==> config.mk <==
export PLATFORM = sky130hd
export DESIGN_NAME = qdec_lb_syntax_reader
export DESIGN_NICKNAME = d
export VERILOG_FILES = /design/src/rtl/qdec_lb_syntax_reader.sv
export SDC_FILE = /design/constraint.sdc
export NUM_CORES = 1
export LEC_CHECK = 0
export ABC_CLOCK_PERIOD_IN_PS = 1800
export CAP_MARGIN = 20
export CORE_ASPECT_RATIO = 1.5
export CORE_UTILIZATION = 41
export DETAILED_ROUTE_END_ITERATION = 8
export PLACE_DENSITY = 0.71
export RECOVER_POWER = 100
export SYNTH_ARGS = -nofsm -noshare
export SYNTH_HDL_FRONTEND = slang
export SYNTH_SLANG_ARGS = --single-unit
==> constraint.sdc <==
create_clock -name clk -period 1.8 [get_ports clk]
set_input_delay 0.18 -clock clk [delete_from_list [all_inputs] [get_ports clk]]
set_output_delay 0.18 -clock clk [all_outputs]
set_load 0.05 [all_outputs]
==> src/rtl/qdec_lb_syntax_reader.sv <==
// qdec_lb_syntax_reader: fetches one CTU worth of syntax bytes from the CABAC
// line buffer after each ctu_done pulse. It then streams them downstream as a
// vld/rdy byte stream and marks the final byte of each CTU with dout_last.
//
// Optional feature: define QDEC_LB_SYNRD_STATS_EN to enable the completed-CTU
// counter on ctu_cnt. When the macro is undefined, ctu_cnt is tied to 0.
//
// The output buffer is fall-through. When it is empty, a byte returning from the
// line buffer is presented directly on dout. This keeps the first-byte latency at
// two cycles after ctu_done.
`timescale 1ns/1ps
module qdec_lb_syntax_reader #(
    parameter int ADDR_W  = 12,
    parameter int BUF_DEP = 2
) (
    input  logic              clk,
    input  logic              rst,
    input  logic              ctu_done,
    input  logic [ADDR_W-1:0] ctu_base,
    input  logic [ADDR_W-1:0] ctu_len,
    output logic [ADDR_W-1:0] lb_raddr,
    output logic              lb_re,
    input  logic [7:0]        lb_dout,
    output logic [7:0]        dout,
    output logic              dout_vld,
    input  logic              dout_rdy,
    output logic              dout_last,
    output logic              busy,
    output logic              overrun_err,
    output logic [15:0]       ctu_cnt
);
    localparam int PW = (BUF_DEP > 1) ? $clog2(BUF_DEP) : 1;
    localparam int CW = $clog2(BUF_DEP + 1);
    localparam logic [ADDR_W:0] REM_ONE = {{ADDR_W{1'b0}}, 1'b1};

    typedef enum logic [1:0] {IDLE, READ, DRAIN} state_t;

    state_t            state_reg, state_next;
    logic [ADDR_W-1:0] rd_ptr_reg;
    logic [ADDR_W:0]   remain_reg;        // one extra bit so len=0 can mean 2**ADDR_W
    logic              inflight_reg;      // read issued last cycle; data on lb_dout now
    logic              inflight_last_reg; // that read was the final byte of the CTU
    logic [7:0]        buf_data_reg [BUF_DEP];
    logic              buf_last_reg [BUF_DEP];
    logic [PW-1:0]     wr_idx_reg, rd_idx_reg;
    logic [CW-1:0]     count_reg, count_next;
    logic              overrun_reg;

    logic              empty, pop, push, buf_pop;
    logic [CW:0]       occupancy;

    // Buffer index advance with wrap at BUF_DEP (which need not be a power of two)
    function automatic logic [PW-1:0] idx_inc(input logic [PW-1:0] idx);
        return (idx == PW'(BUF_DEP - 1)) ? '0 : idx + 1'b1;
    endfunction

    // Stream-side handshake, bypass path and read credit
    always_comb begin
        empty      = (count_reg == '0);
        dout_vld   = !empty || inflight_reg;
        pop        = dout_vld && dout_rdy;
        // A returning byte is only stored if it was not consumed straight from the bypass
        push       = inflight_reg && !(empty && pop);
        buf_pop    = pop && !empty;
        count_next = count_reg + CW'(push) - CW'(buf_pop);
        occupancy  = {1'b0, count_reg} + {{CW{1'b0}}, inflight_reg};
        dout       = 8'h00;
        dout_last  = 1'b0;
        if (!empty) begin
            dout      = buf_data_reg[rd_idx_reg];
            dout_last = buf_last_reg[rd_idx_reg];
        end else if (inflight_reg) begin
            dout      = lb_dout;
            dout_last = inflight_last_reg;
        end
        lb_re    = (state_reg == READ) && (remain_reg != '0) &&
                   (occupancy < (CW+1)'(BUF_DEP));
        lb_raddr = rd_ptr_reg;
        busy     = (state_reg != IDLE);
    end

    // Next-state logic: READ until the final read issues, DRAIN until the buffer empties
    always_comb begin
        state_next = state_reg;
        case (state_reg)
            IDLE:    if (ctu_done) state_next = READ;
            READ:    if (lb_re && remain_reg == REM_ONE) state_next = DRAIN;
            DRAIN:   if (count_next == '0) state_next = IDLE;
            default: state_next = IDLE;
        endcase
    end

    // Control registers: FSM, read pointer, remaining count, in-flight tracking, buffer pointers
    always_ff @(posedge clk) begin
        if (rst) begin
            state_reg         <= IDLE;
            rd_ptr_reg        <= '0;
            remain_reg        <= '0;
            inflight_reg      <= 1'b0;
            inflight_last_reg <= 1'b0;
            wr_idx_reg        <= '0;
            rd_idx_reg        <= '0;
            count_reg         <= '0;
            overrun_reg       <= 1'b0;
        end else begin
            state_reg         <= state_next;
            inflight_reg      <= lb_re;
            inflight_last_reg <= lb_re && (remain_reg == REM_ONE);
            count_reg         <= count_next;
            if (state_reg == IDLE && ctu_done) begin
                rd_ptr_reg <= ctu_base;
                remain_reg <= (ctu_len == '0) ? {1'b1, {ADDR_W{1'b0}}} : {1'b0, ctu_len};
            end else if (lb_re) begin
                rd_ptr_reg <= rd_ptr_reg + 1'b1;
                remain_reg <= remain_reg - 1'b1;
            end
            if (ctu_done && state_reg != IDLE) overrun_reg <= 1'b1;
            if (push)    wr_idx_reg <= idx_inc(wr_idx_reg);
            if (buf_pop) rd_idx_reg <= idx_inc(rd_idx_reg);
        end
    end

    // Buffer storage: one write port per entry, selected by the write index
    for (genvar gi = 0; gi < BUF_DEP; gi++) begin : g_buf
        always_ff @(posedge clk) begin
            if (push && wr_idx_reg == PW'(gi)) begin
                buf_data_reg[gi] <= lb_dout;
                buf_last_reg[gi] <= inflight_last_reg;
            end
        end
    end

    assign overrun_err = overrun_reg;

`ifdef QDEC_LB_SYNRD_STATS_EN
    logic [15:0] ctu_cnt_reg;
    // Count CTUs whose final byte has been handed downstream
    always_ff @(posedge clk) begin
        if (rst)                   ctu_cnt_reg <= '0;
        else if (pop && dout_last) ctu_cnt_reg <= ctu_cnt_reg + 1'b1;
    end
    assign ctu_cnt = ctu_cnt_reg;
`else
    assign ctu_cnt = 16'h0000;
`endif

endmodule

==> flow_summary.ini, run 1 <==
[setup_path]
cp.buffers_inverters = 3
cp_slowest_stage_delay_ns = 0.35
crit-reg2reg-launch = remain_reg[0]
crit_path_top_delay_cell = sky130_fd_sc_hd__dfxtp_2
crit_arrival_ns = 1.64
worstPathCellList = inv_4 > ha_4 > nor3b_4 > and4_4 > buf_6 > nor2_4 > buf_12
critPathMaxFanout = 3
timing.setup.critical_path_class = flip-flop to output port
critical_path.startpoint = remain_reg[0]
endpoint_kind = output port
worstSetupStartpointType = flip-flop
cp_top_family = simple AND/OR/NAND/NOR gates
critPathRequiredTime_ns = 1.62

[global_routing]
grt_start_max_net_pins = 20
grt_util_all_layers_pct = 21.7
total_congestion_overflow_after_global_routing = 0
initial_antenna_violation_count = 0
gr-max-usage-layer = met2
grtUsageMet1_pct = 23.4
globalRouteMet2Util_pct = 39.4
met3_usage_pct = 3.46
via_count_of_the_first_global_routing_pass = 2904
wire_length_of_the_first_global_routing_pass_um = 13300

[synth]
synth.cells.most_frequent = 35 x sky130_fd_sc_hd__dfxtp_1, 24 x sky130_fd_sc_hd__nor2_1, 20 x sky130_fd_sc_hd__nand2_1, 18 x sky130_fd_sc_hd__edfxtp_1, 16 x sky130_fd_sc_hd__buf_4
synthDistinctLibCells = 62
synth_top_family_by_area = simple AND/OR/NAND/NOR gates
synth_largest_type_area_fraction_pct = 22.9
synth_most_common_cell = sky130_fd_sc_hd__dfxtp_1
postSynthCellCount = 324
fraction_of_synthesized_cell_area_in_xor_and_xnor_cells_pct = 1.72
synth-seq-cells = 53
syn-cell-area_um2 = 3060
synth.area.mux_share_pct = 3.28
ys_async_sr_fraction_pct = 0
yosysWarningCount = 0
synth_simple_gate_area_share_pct = 24.7
synthTopCellsByArea = sky130_fd_sc_hd__dfxtp_1 23%, sky130_fd_sc_hd__edfxtp_1 18%, sky130_fd_sc_hd__buf_4 3.9%
synth_top_area_cell = sky130_fd_sc_hd__dfxtp_1
synthAdderAreaFrac_pct = 2.46
synth_compound_gate_area_share_pct = 18.6
synth_seq_area_share_pct = 40.6
synth_enable_flop_cells = 18
syn_area_per_cell_um2 = 9.43
ys_dominant_reg_cell = sky130_fd_sc_hd__dfxtp_1

[layout]
final_layout_size_suffix_gt1_share_pct = 28.4
seqCellArea_um2 = 1260
instances_no_fill = 526
area_growth_pct = 46.2
largest_register_ff_count = 16
final_net_count = 467
diodes = 0
finish.utilization_pct = 61.8
fillers = 606
multiInputGateArea_um2 = 1770

[min_path]
worst_hold_path_type = primary input to flip-flop
holdCritStartpoint = ctu_base[5]

[die]
die-area_um2 = 7810
die_width_um = 72.5
std_cell_rows = 38
die_height_um = 108
placeableCoreArea_um2 = 7230
ios = 77
initial_utilization_pct = 42.3

[clock_tree]
clock_insertion_delay_worst_skew_ns = 0.31
cts_inserted_buffers = 5
cts_tree = done
clkTransAtPathRegs_ns = 0.10
ctsHtreeMaxLevel = 2
cts_buffer_depth = 2
clock_net_sink_count = 53
clockRootBuffer = sky130_fd_sc_hd__clkbuf_8

[power]
max-vdd-ir-drop_uv = 755
totalPowerFinal_w = 0.00696
power_density_nw_per_um2 = 1560
leakage_nw = 1.73

[sta]
timing.final.hold_violations = 0
min_period_ns = 1.82
finalClockSkew_ns = 0.0124
worst-slew-pin-transition_ns = 0.501
finalCritPeriodShare_pct = 101
finalWorstSetupSlack_ns = -0.0236
setup_viol = 3
rsz0062_at_grt = true
headroom_to_the_max_slew_limit_pct = 66.5
hold_slack_ns = 0.431
achievable-frequency_ghz = 0.548
drv_slew = 0

[route]
route.vias.total = 2956
route.detailed.wl_per_inst_um = 15.9
drt_iter0_drc = 110
route.detailed.drc = 0
ant_nets = 0
route.final.wire_length_um = 8380
drt_first_pass_iters = 4
viasPerCell = 5.62

[place]
gp_routability_congestion = 0.910
io_buffer_count = 60
hpwlAfterDp_um = 6100
numPlacedInstances = 501

[outcome]
violations = negative setup slack
status = finished with violations

[job]
cap_violations = 0
[stage by stage]
| step | area [µm²] | setup TNS, ns | setup WS [ns] |
|---|---|---|---|
| floorplan | 3190 | -2.81 | -0.303 |
| global placement | 4100 | -0.377 | -0.235 |
| detailed placement | 4100 | -0.730 | -0.345 |
| CTS | 4330 | -0.0501 | -0.0266 |
| global route | 4470 | -0.407 | -0.0651 |
| finish | 4470 | -0.0383 | -0.0236 |
[power by group]
| part | switching (W) | internal (W) | total [W] |
|---|---|---|---|
| registers | 0.000261 | 0.00148 | 0.00174 |
| logic | 0.00241 | 0.00211 | 0.00452 |
| clock network | 0.000425 | 0.000284 | 0.000710 |
[timing repair]
item | 4_1_cts | 5_1_grt
resized for setup | 14 | 23
pin swaps | 15 | 15
buffers inserted | 11 | 6
endpoints found under the setup margin | 5 | 19
hold buffers | 0 | 0
[layout make-up]
type | instances | share of cell area [%]
flip-flops and latches | 53 | 28.1
inverters | 6 | 0.616
well taps | 100 | 2.80
repair buffers | 115 | 26.6
clock buffers | 5 | 1.54
multi-input cells | 244 | 39.7
clock inverters | 3 | 0.588
[layer usage]
metal	up-vias	part of all wire (%)
li1	1413	-
met1	1400	38
met2	111	53
met3	32	4.4
met4	0	4.5
met5	-	0
[worst min-delay path, stage by stage]
cell	delay, ns
sky130_fd_sc_hd__clkdlybuf4s50_1	0.40
sky130_fd_sc_hd__nand2_1	0.06
sky130_fd_sc_hd__a31oi_1	0.07
[layout by cell type, fill, tap and decap left out, types with 4 or more instances in the layout]
cell                              synthesis  final
sky130_fd_sc_hd__o211ai_1                10     10
sky130_fd_sc_hd__conb_1                   1     16
sky130_fd_sc_hd__clkbuf_8                 0      5
sky130_fd_sc_hd__dlygate4sd3_1            0      8
sky130_fd_sc_hd__nor2_1                  24     22
sky130_fd_sc_hd__nor3_1                   6      5
sky130_fd_sc_hd__edfxtp_1                18     18
sky130_fd_sc_hd__a21oi_1                  5      5
sky130_fd_sc_hd__or3_1                    6      4
sky130_fd_sc_hd__nor2b_1                  5      4
sky130_fd_sc_hd__clkdlybuf4s50_1          0     31
sky130_fd_sc_hd__a211oi_1                 6      6
sky130_fd_sc_hd__nand2_1                 20     20
sky130_fd_sc_hd__xnor2_1                  6      4
sky130_fd_sc_hd__nand3b_1                 4      4
sky130_fd_sc_hd__dlymetal6s2s_1           0      6
sky130_fd_sc_hd__dfxtp_1                 35     29
sky130_fd_sc_hd__nor3b_1                  5      4
sky130_fd_sc_hd__ha_4                     0      4
sky130_fd_sc_hd__nor4_1                   6      5
sky130_fd_sc_hd__o21ai_0                 13     13
sky130_fd_sc_hd__buf_4                   16     53
sky130_fd_sc_hd__mux2i_1                 10     10
sky130_fd_sc_hd__or4_1                    6      4
sky130_fd_sc_hd__nand4_1                  7      7
sky130_fd_sc_hd__a31oi_1                 12     12
sky130_fd_sc_hd__o21bai_1                 4      4
sky130_fd_sc_hd__buf_12                   1     15
sky130_fd_sc_hd__and4_1                   6      6
sky130_fd_sc_hd__nand3_1                 15     15
[worst paths after layout]
check / to / slack (ns) / cells past startpoint
setup / recovery: lb_re / -0.02 / 7
hold / removal: lb_raddr[5] / 0.43 / 3
setup reg to reg: remain_reg[4] / -0.01 / 7
hold reg to reg: buf_last_reg[1] / 0.47 / 0
[cell families (layout without fill, tap and decap cells)]
| kind of cell | Yosys count | count (layout) |
|---|---|---|
| AOI/OAI and AO/OA | 78 | 78 |
| xor gates and xnor gates | 6 | 6 |
| adders and majority gates | 6 | 6 |
| buffers and inverters | 42 | 129 |
| DFF | 53 | 53 |
| muxes | 10 | 10 |
| other | 1 | 16 |
| and+or+nand+nor | 128 | 128 |
(Power assumes the default switching activity.)
==> inputs of run 2 (changes only) <==
Settings changed: CORE_ASPECT_RATIO 1.5 to 0.5.
==> flow_summary.ini, run 2 (same netlist as run 1, synthesis figures left out) <==
[route]
route.detailed.wl_per_inst_um = 16.0
drt_first_pass_iters = 7
route.final.wire_length_um = 8330
ant_nets = 0
drt_iter0_drc = 210
viasPerCell = 5.67
route.detailed.drc = 0
route.vias.total = 2950

[global_routing]
grt_start_max_net_pins = 27
met3_usage_pct = 4.38
total_congestion_overflow_after_global_routing = 0
gr-max-usage-layer = met2
via_count_of_the_first_global_routing_pass = 2802
grtUsageMet1_pct = 29.5
initial_antenna_violation_count = 0
wire_length_of_the_first_global_routing_pass_um = 13400
grt_util_all_layers_pct = 21.7
globalRouteMet2Util_pct = 35.1

[clock_tree]
cts_buffer_depth = 2
clkTransAtPathRegs_ns = 0.07
clock_net_sink_count = 53
ctsHtreeMaxLevel = 2
clock_insertion_delay_worst_skew_ns = 0.29
cts_inserted_buffers = 5
clockRootBuffer = sky130_fd_sc_hd__clkbuf_16
ctsHoldBuffers = 0
cts_tree = done

[min_path]
worst_hold_path_type = flip-flop to flip-flop

[layout]
fillers = 550
multiInputGateArea_um2 = 1780
final_net_count = 469
diodes = 0
mostFrequentLayoutCells = 48 x sky130_fd_sc_hd__buf_4, 34 x sky130_fd_sc_hd__clkdlybuf4s50_1, 28 x sky130_fd_sc_hd__dfxtp_1
final_layout_size_suffix_gt1_share_pct = 28.7
area_growth_pct = 47.5
finish.utilization_pct = 65.0
seqCellArea_um2 = 1260
most_frequent_standard_cell_in_the_layout_excluding_fill_and_tap_cells = sky130_fd_sc_hd__buf_4
largest_register_ff_count = 16

[sta]
finalWorstSetupSlack_ns = -0.0396
finalClockSkew_ns = 0.00535
min_period_ns = 1.84
worst-slew-pin-transition_ns = 0.607
hold_slack_ns = 0.474
setup_viol = 2
headroom_to_the_max_slew_limit_pct = 59.1
achievable-frequency_ghz = 0.544
final.setup.tns_ns = -0.0712
timing.final.hold_violations = 0
drv_slew = 0
finalCritPeriodShare_pct = 102
rsz0062_at_grt = true

[setup_path]
crit_arrival_ns = 2.00
timing.setup.critical_path_class = flip-flop to flip-flop
worstPathCellList = buf_6 > or4b_4 > or3_4 > o211ai_1 > a21oi_1
endpoint = remain_reg[7]
cp.depth = 5
critical_path.startpoint = remain_reg[0]
cp_slowest_stage_delay_ns = 0.57
timing.reg2reg.worst_path_depth = 5
setup.reg_to_reg.worst_slack_ns = -0.04
worstSetupStartpointType = flip-flop
critPathRequiredTime_ns = 1.96
cp_top_family = simple AND/OR/NAND/NOR gates
cp.buffers_inverters = 1
critPathMaxFanout = 4
endpoint_kind = flip-flop
worstReg2RegEnd = remain_reg[7]
crit_path_top_delay_cell = sky130_fd_sc_hd__or4b_4
crit-reg2reg-launch = remain_reg[0]

[die]
die_height_um = 63.0
die-area_um2 = 7820
die_width_um = 124
initial_utilization_pct = 44.0
ios = 77
placeableCoreArea_um2 = 6940
std_cell_rows = 21

[job]
cap_violations = 0

[place]
place_worst_setup_slack_ns = -0.296
hpwlAfterDp_um = 5890
io_buffer_count = 60
gp_routability_congestion = 0.884

[power]
max-vdd-ir-drop_uv = 612
power_density_nw_per_um2 = 1630
totalPowerFinal_w = 0.00735
leakage_nw = 1.65

[outcome]
violations = negative setup slack
status = finished with violations
-- run 2: power by group --
group | total [W] | internal [W] | switching [W]
logic | 0.00453 | 0.00209 | 0.00244
registers | 0.00174 | 0.00148 | 0.000257
clock network | 0.00108 | 0.000660 | 0.000423
-- run 2: through the flow --
step | instances | area (µm²)
after floorplan | 339 | 3190
after global placement | 500 | 4110
after detailed placement | 500 | 4110
after CTS | 514 | 4380
after global routing | 520 | 4510
final | 520 | 4510
-- run 2: repair_timing --
item / CTS / global route
setup endpoints to repair: 5 / 18
setup buffers: 6 / 6
pin swaps: 11 / 13
gates resized for setup: 15 / 27
-- run 2: metal layers --
layer,wire [µm],vias up
met1,3850,1407
met4,120,0
met2,3860,123
met5,0,-
met3,497,10
li1,-,1410
-- run 2: worst reg2reg max path, delay by kind of cell (launching register included) --
| kind | cells | cell delay [ns] |
|---|---|---|
| AOI/OAI and AO/OA | 2 | 0.27 |
| and+or+nand+nor | 2 | 0.99 |
| DFF | 1 | 0.34 |
| buffers and inverters | 1 | 0.12 |
-- run 2: how the worst min path moves through the flow --
stage                            startpoint            endpoint  cells past startpoint  slack [ns]
after detailed placement  inflight_last_reg     buf_last_reg[0]                      0        0.46
after floorplan                  lb_dout[0]  buf_data_reg[0][0]                      0        0.28
after CTS                       ctu_base[5]         lb_raddr[5]                      3        0.46
after global placement    inflight_last_reg     buf_last_reg[0]                      0        0.44
after global routing            ctu_base[5]         lb_raddr[5]                      3        0.48
final                           overrun_err         overrun_err                      2        0.47
-- run 2: layout make-up --
type / instances / area share, %
clock buffer: 6 / 2.86
clock inverter: 2 / 0.861
timing repair buffer: 117 / 25.7
tap: 92 / 2.55
sequential: 53 / 27.9
inverter: 6 / 0.611
multi-input combinational: 244 / 39.5
==> inputs of run 3 (changes only) <==
==> constraint.sdc (replaced) <==
create_clock -name clk -period 1.8 [get_ports clk]
set_input_delay 0.18 -clock clk [delete_from_list [all_inputs] [get_ports clk]]
set_output_delay 0.18 -clock clk [all_outputs]
set_load 0.01 [all_outputs]
==> flow_summary.ini, run 3 (same netlist as run 1, synthesis figures left out) <==
[outcome]
status = finished with violations
violations = negative setup slack

[route]
drt_iter0_drc = 205
route.detailed.wl_per_inst_um = 16.1
route.final.wire_length_um = 8230
viasPerCell = 5.72
ant_nets = 0
route.detailed.drc = 0
route.vias.total = 2931
drt_first_pass_iters = 4

[layout]
fillers = 599
area_growth_pct = 37.7
multiInputGateArea_um2 = 1720
final_net_count = 461
final_layout_size_suffix_gt1_share_pct = 21.7
largest_register_ff_count = 16
mostFrequentLayoutCells = 37 x sky130_fd_sc_hd__buf_4, 29 x sky130_fd_sc_hd__dfxtp_1, 28 x sky130_fd_sc_hd__clkdlybuf4s50_1
seqCellArea_um2 = 1250
diodes = 0
stdcell_area_um2 = 4210
most_frequent_standard_cell_in_the_layout_excluding_fill_and_tap_cells = sky130_fd_sc_hd__buf_4
instances_no_fill = 512

[sta]
achievable-frequency_ghz = 0.548
min_period_ns = 1.82
setup_viol = 2
rsz0062_at_grt = true
finalCritPeriodShare_pct = 101
finalWorstSetupSlack_ns = -0.0235
timing.final.hold_violations = 0
worst-slew-pin-transition_ns = 0.600
drv_slew = 0
finalClockSkew_ns = 0.00607
headroom_to_the_max_slew_limit_pct = 59.6

[setup_path]
timing.reg2reg.worst_path_depth = 5
crit_arrival_ns = 2.00
worstReg2RegEnd = remain_reg[7]
worstSetupStartpointType = flip-flop
critPathRequiredTime_ns = 1.98
worstPathCellList = clkbuf_1 > or4b_4 > or3_4 > o211ai_1 > a21oi_1
timing.setup.critical_path_class = flip-flop to flip-flop
crit_path_top_delay_cell = sky130_fd_sc_hd__or4b_4
setup.reg_to_reg.worst_slack_ns = -0.02
endpoint_kind = flip-flop
crit-reg2reg-launch = remain_reg[1]
critPathMaxFanout = 3
cp_slowest_stage_delay_ns = 0.57

[clock_tree]
clock_insertion_delay_worst_skew_ns = 0.30
clockRootBuffer = sky130_fd_sc_hd__clkbuf_16
clock_net_sink_count = 53
ctsHtreeMaxLevel = 2
cts_inserted_buffers = 5
clkTransAtPathRegs_ns = 0.07
cts_tree = done
ctsHoldBuffers = 0
cts_buffer_depth = 2

[place]
gp_routability_congestion = 0.889
numPlacedInstances = 499
io_buffer_count = 60
place_worst_setup_slack_ns = -0.280
placed_cell_area_um2 = 3990
hpwlAfterDp_um = 6060

[power]
max-vdd-ir-drop_uv = 473
power_density_nw_per_um2 = 1350
leakage_nw = 1.58

[die]
initial_utilization_pct = 44.0
ios = 77
die_width_um = 124
placeableCoreArea_um2 = 6940
std_cell_rows = 21
die_height_um = 63.0
die-area_um2 = 7820

[global_routing]
via_count_of_the_first_global_routing_pass = 2699
total_congestion_overflow_after_global_routing = 0
grt_util_all_layers_pct = 21.8
initial_antenna_violation_count = 0
grt_start_max_net_pins = 30
wire_length_of_the_first_global_routing_pass_um = 13300

[min_path]
holdCritStartpoint = overrun_err
min_path_cells = 2
worst_hold_path_type = flip-flop to flip-flop
whs_endpoint = overrun_err

[job]
cap_violations = 0
-- run 3: cell types whose count changed in the layout (fill, tap and decap cells not counted), moves of 2 or more --
cell | previous run | this run
sky130_fd_sc_hd__buf_12 | 13 | 1
sky130_fd_sc_hd__clkdlybuf4s50_1 | 34 | 28
sky130_fd_sc_hd__clkbuf_2 | 0 | 3
sky130_fd_sc_hd__nor3_1 | 4 | 6
sky130_fd_sc_hd__dlygate4sd3_1 | 9 | 21
sky130_fd_sc_hd__dlygate4sd2_1 | 0 | 10
sky130_fd_sc_hd__a311oi_2 | 3 | 1
sky130_fd_sc_hd__buf_6 | 5 | 2
sky130_fd_sc_hd__clkbuf_1 | 7 | 5
sky130_fd_sc_hd__inv_6 | 0 | 2
sky130_fd_sc_hd__buf_4 | 48 | 37
sky130_fd_sc_hd__a311oi_1 | 1 | 3
sky130_fd_sc_hd__buf_8 | 2 | 0
-- run 3: final cells by class --
cell class	instances	area share [%]
timing repair buffer	109	22.5
clock inverter	3	0.595
sequential	53	29.8
multi-input combinational	244	40.8
inverter	6	0.654
clock buffer	5	2.97
tap	92	2.74
-- run 3: report_power, final --
part | total [W] | internal [W] | switching [W]
Combinational | 0.00295 | 0.00146 | 0.00149
Sequential | 0.00176 | 0.00148 | 0.000285
Clock | 0.000986 | 0.000526 | 0.000460
Total | 0.00570 | 0.00346 | 0.00224
-- run 3: per-stage QoR --
| step | setup TNS, ns | power (W) | util [%] | hold WS (ns) |
|---|---|---|---|---|
| after floorplan | -0.0812 | 0.00346 | - | 0.279 |
| after global placement | -0.395 | 0.00462 | 57.5 | 0.439 |
| after detailed placement | -0.756 | 0.00469 | 57.5 | 0.450 |
| after CTS | -0.00860 | 0.00571 | 60.6 | 0.467 |
| after global routing | -0.604 | 0.00608 | 60.7 | 0.499 |
| final | -0.0256 | 0.00570 | 60.7 | 0.473 |
-- run 3: timing repair --
action,in CTS,in global routing
endpoints found under the setup margin,18,13
pin swaps,7,12
setup buffers,3,2
resized for setup,27,14
-- run 3: worst max-delay path by stage --
stage / slack [ns] / endpoint / startpoint / cells after the start
after floorplan: -0.08 / state_reg[1] / count_reg[0] / 10
after global placement: -0.19 / state_reg[1] / dout_rdy / 9
after detailed placement: -0.28 / state_reg[1] / dout_rdy / 9
after CTS: -0.009 / remain_reg[4] / remain_reg[1] / 7
after global routing: -0.09 / state_reg[1] / count_reg[0] / 9
final: -0.02 / remain_reg[7] / remain_reg[1] / 5
-- run 3: worst max-delay path: cells and delay by family, from the launching register on --
| family | cells | cell delay, ns |
|---|---|---|
| buf+inv | 1 | 0.12 |
| simple gates | 2 | 0.96 |
| flops | 1 | 0.34 |
| compound gates | 2 | 0.29 |
-- run 3: layer usage --
metal  up-vias  GRT usage (%)  part of all wire, %
li1       1400              -                    -
met1      1403           30.0                   46
met2       117           34.5                   46
met3        11           4.47                  6.7
met4         0           5.80                  1.2
met5         -              0                    0
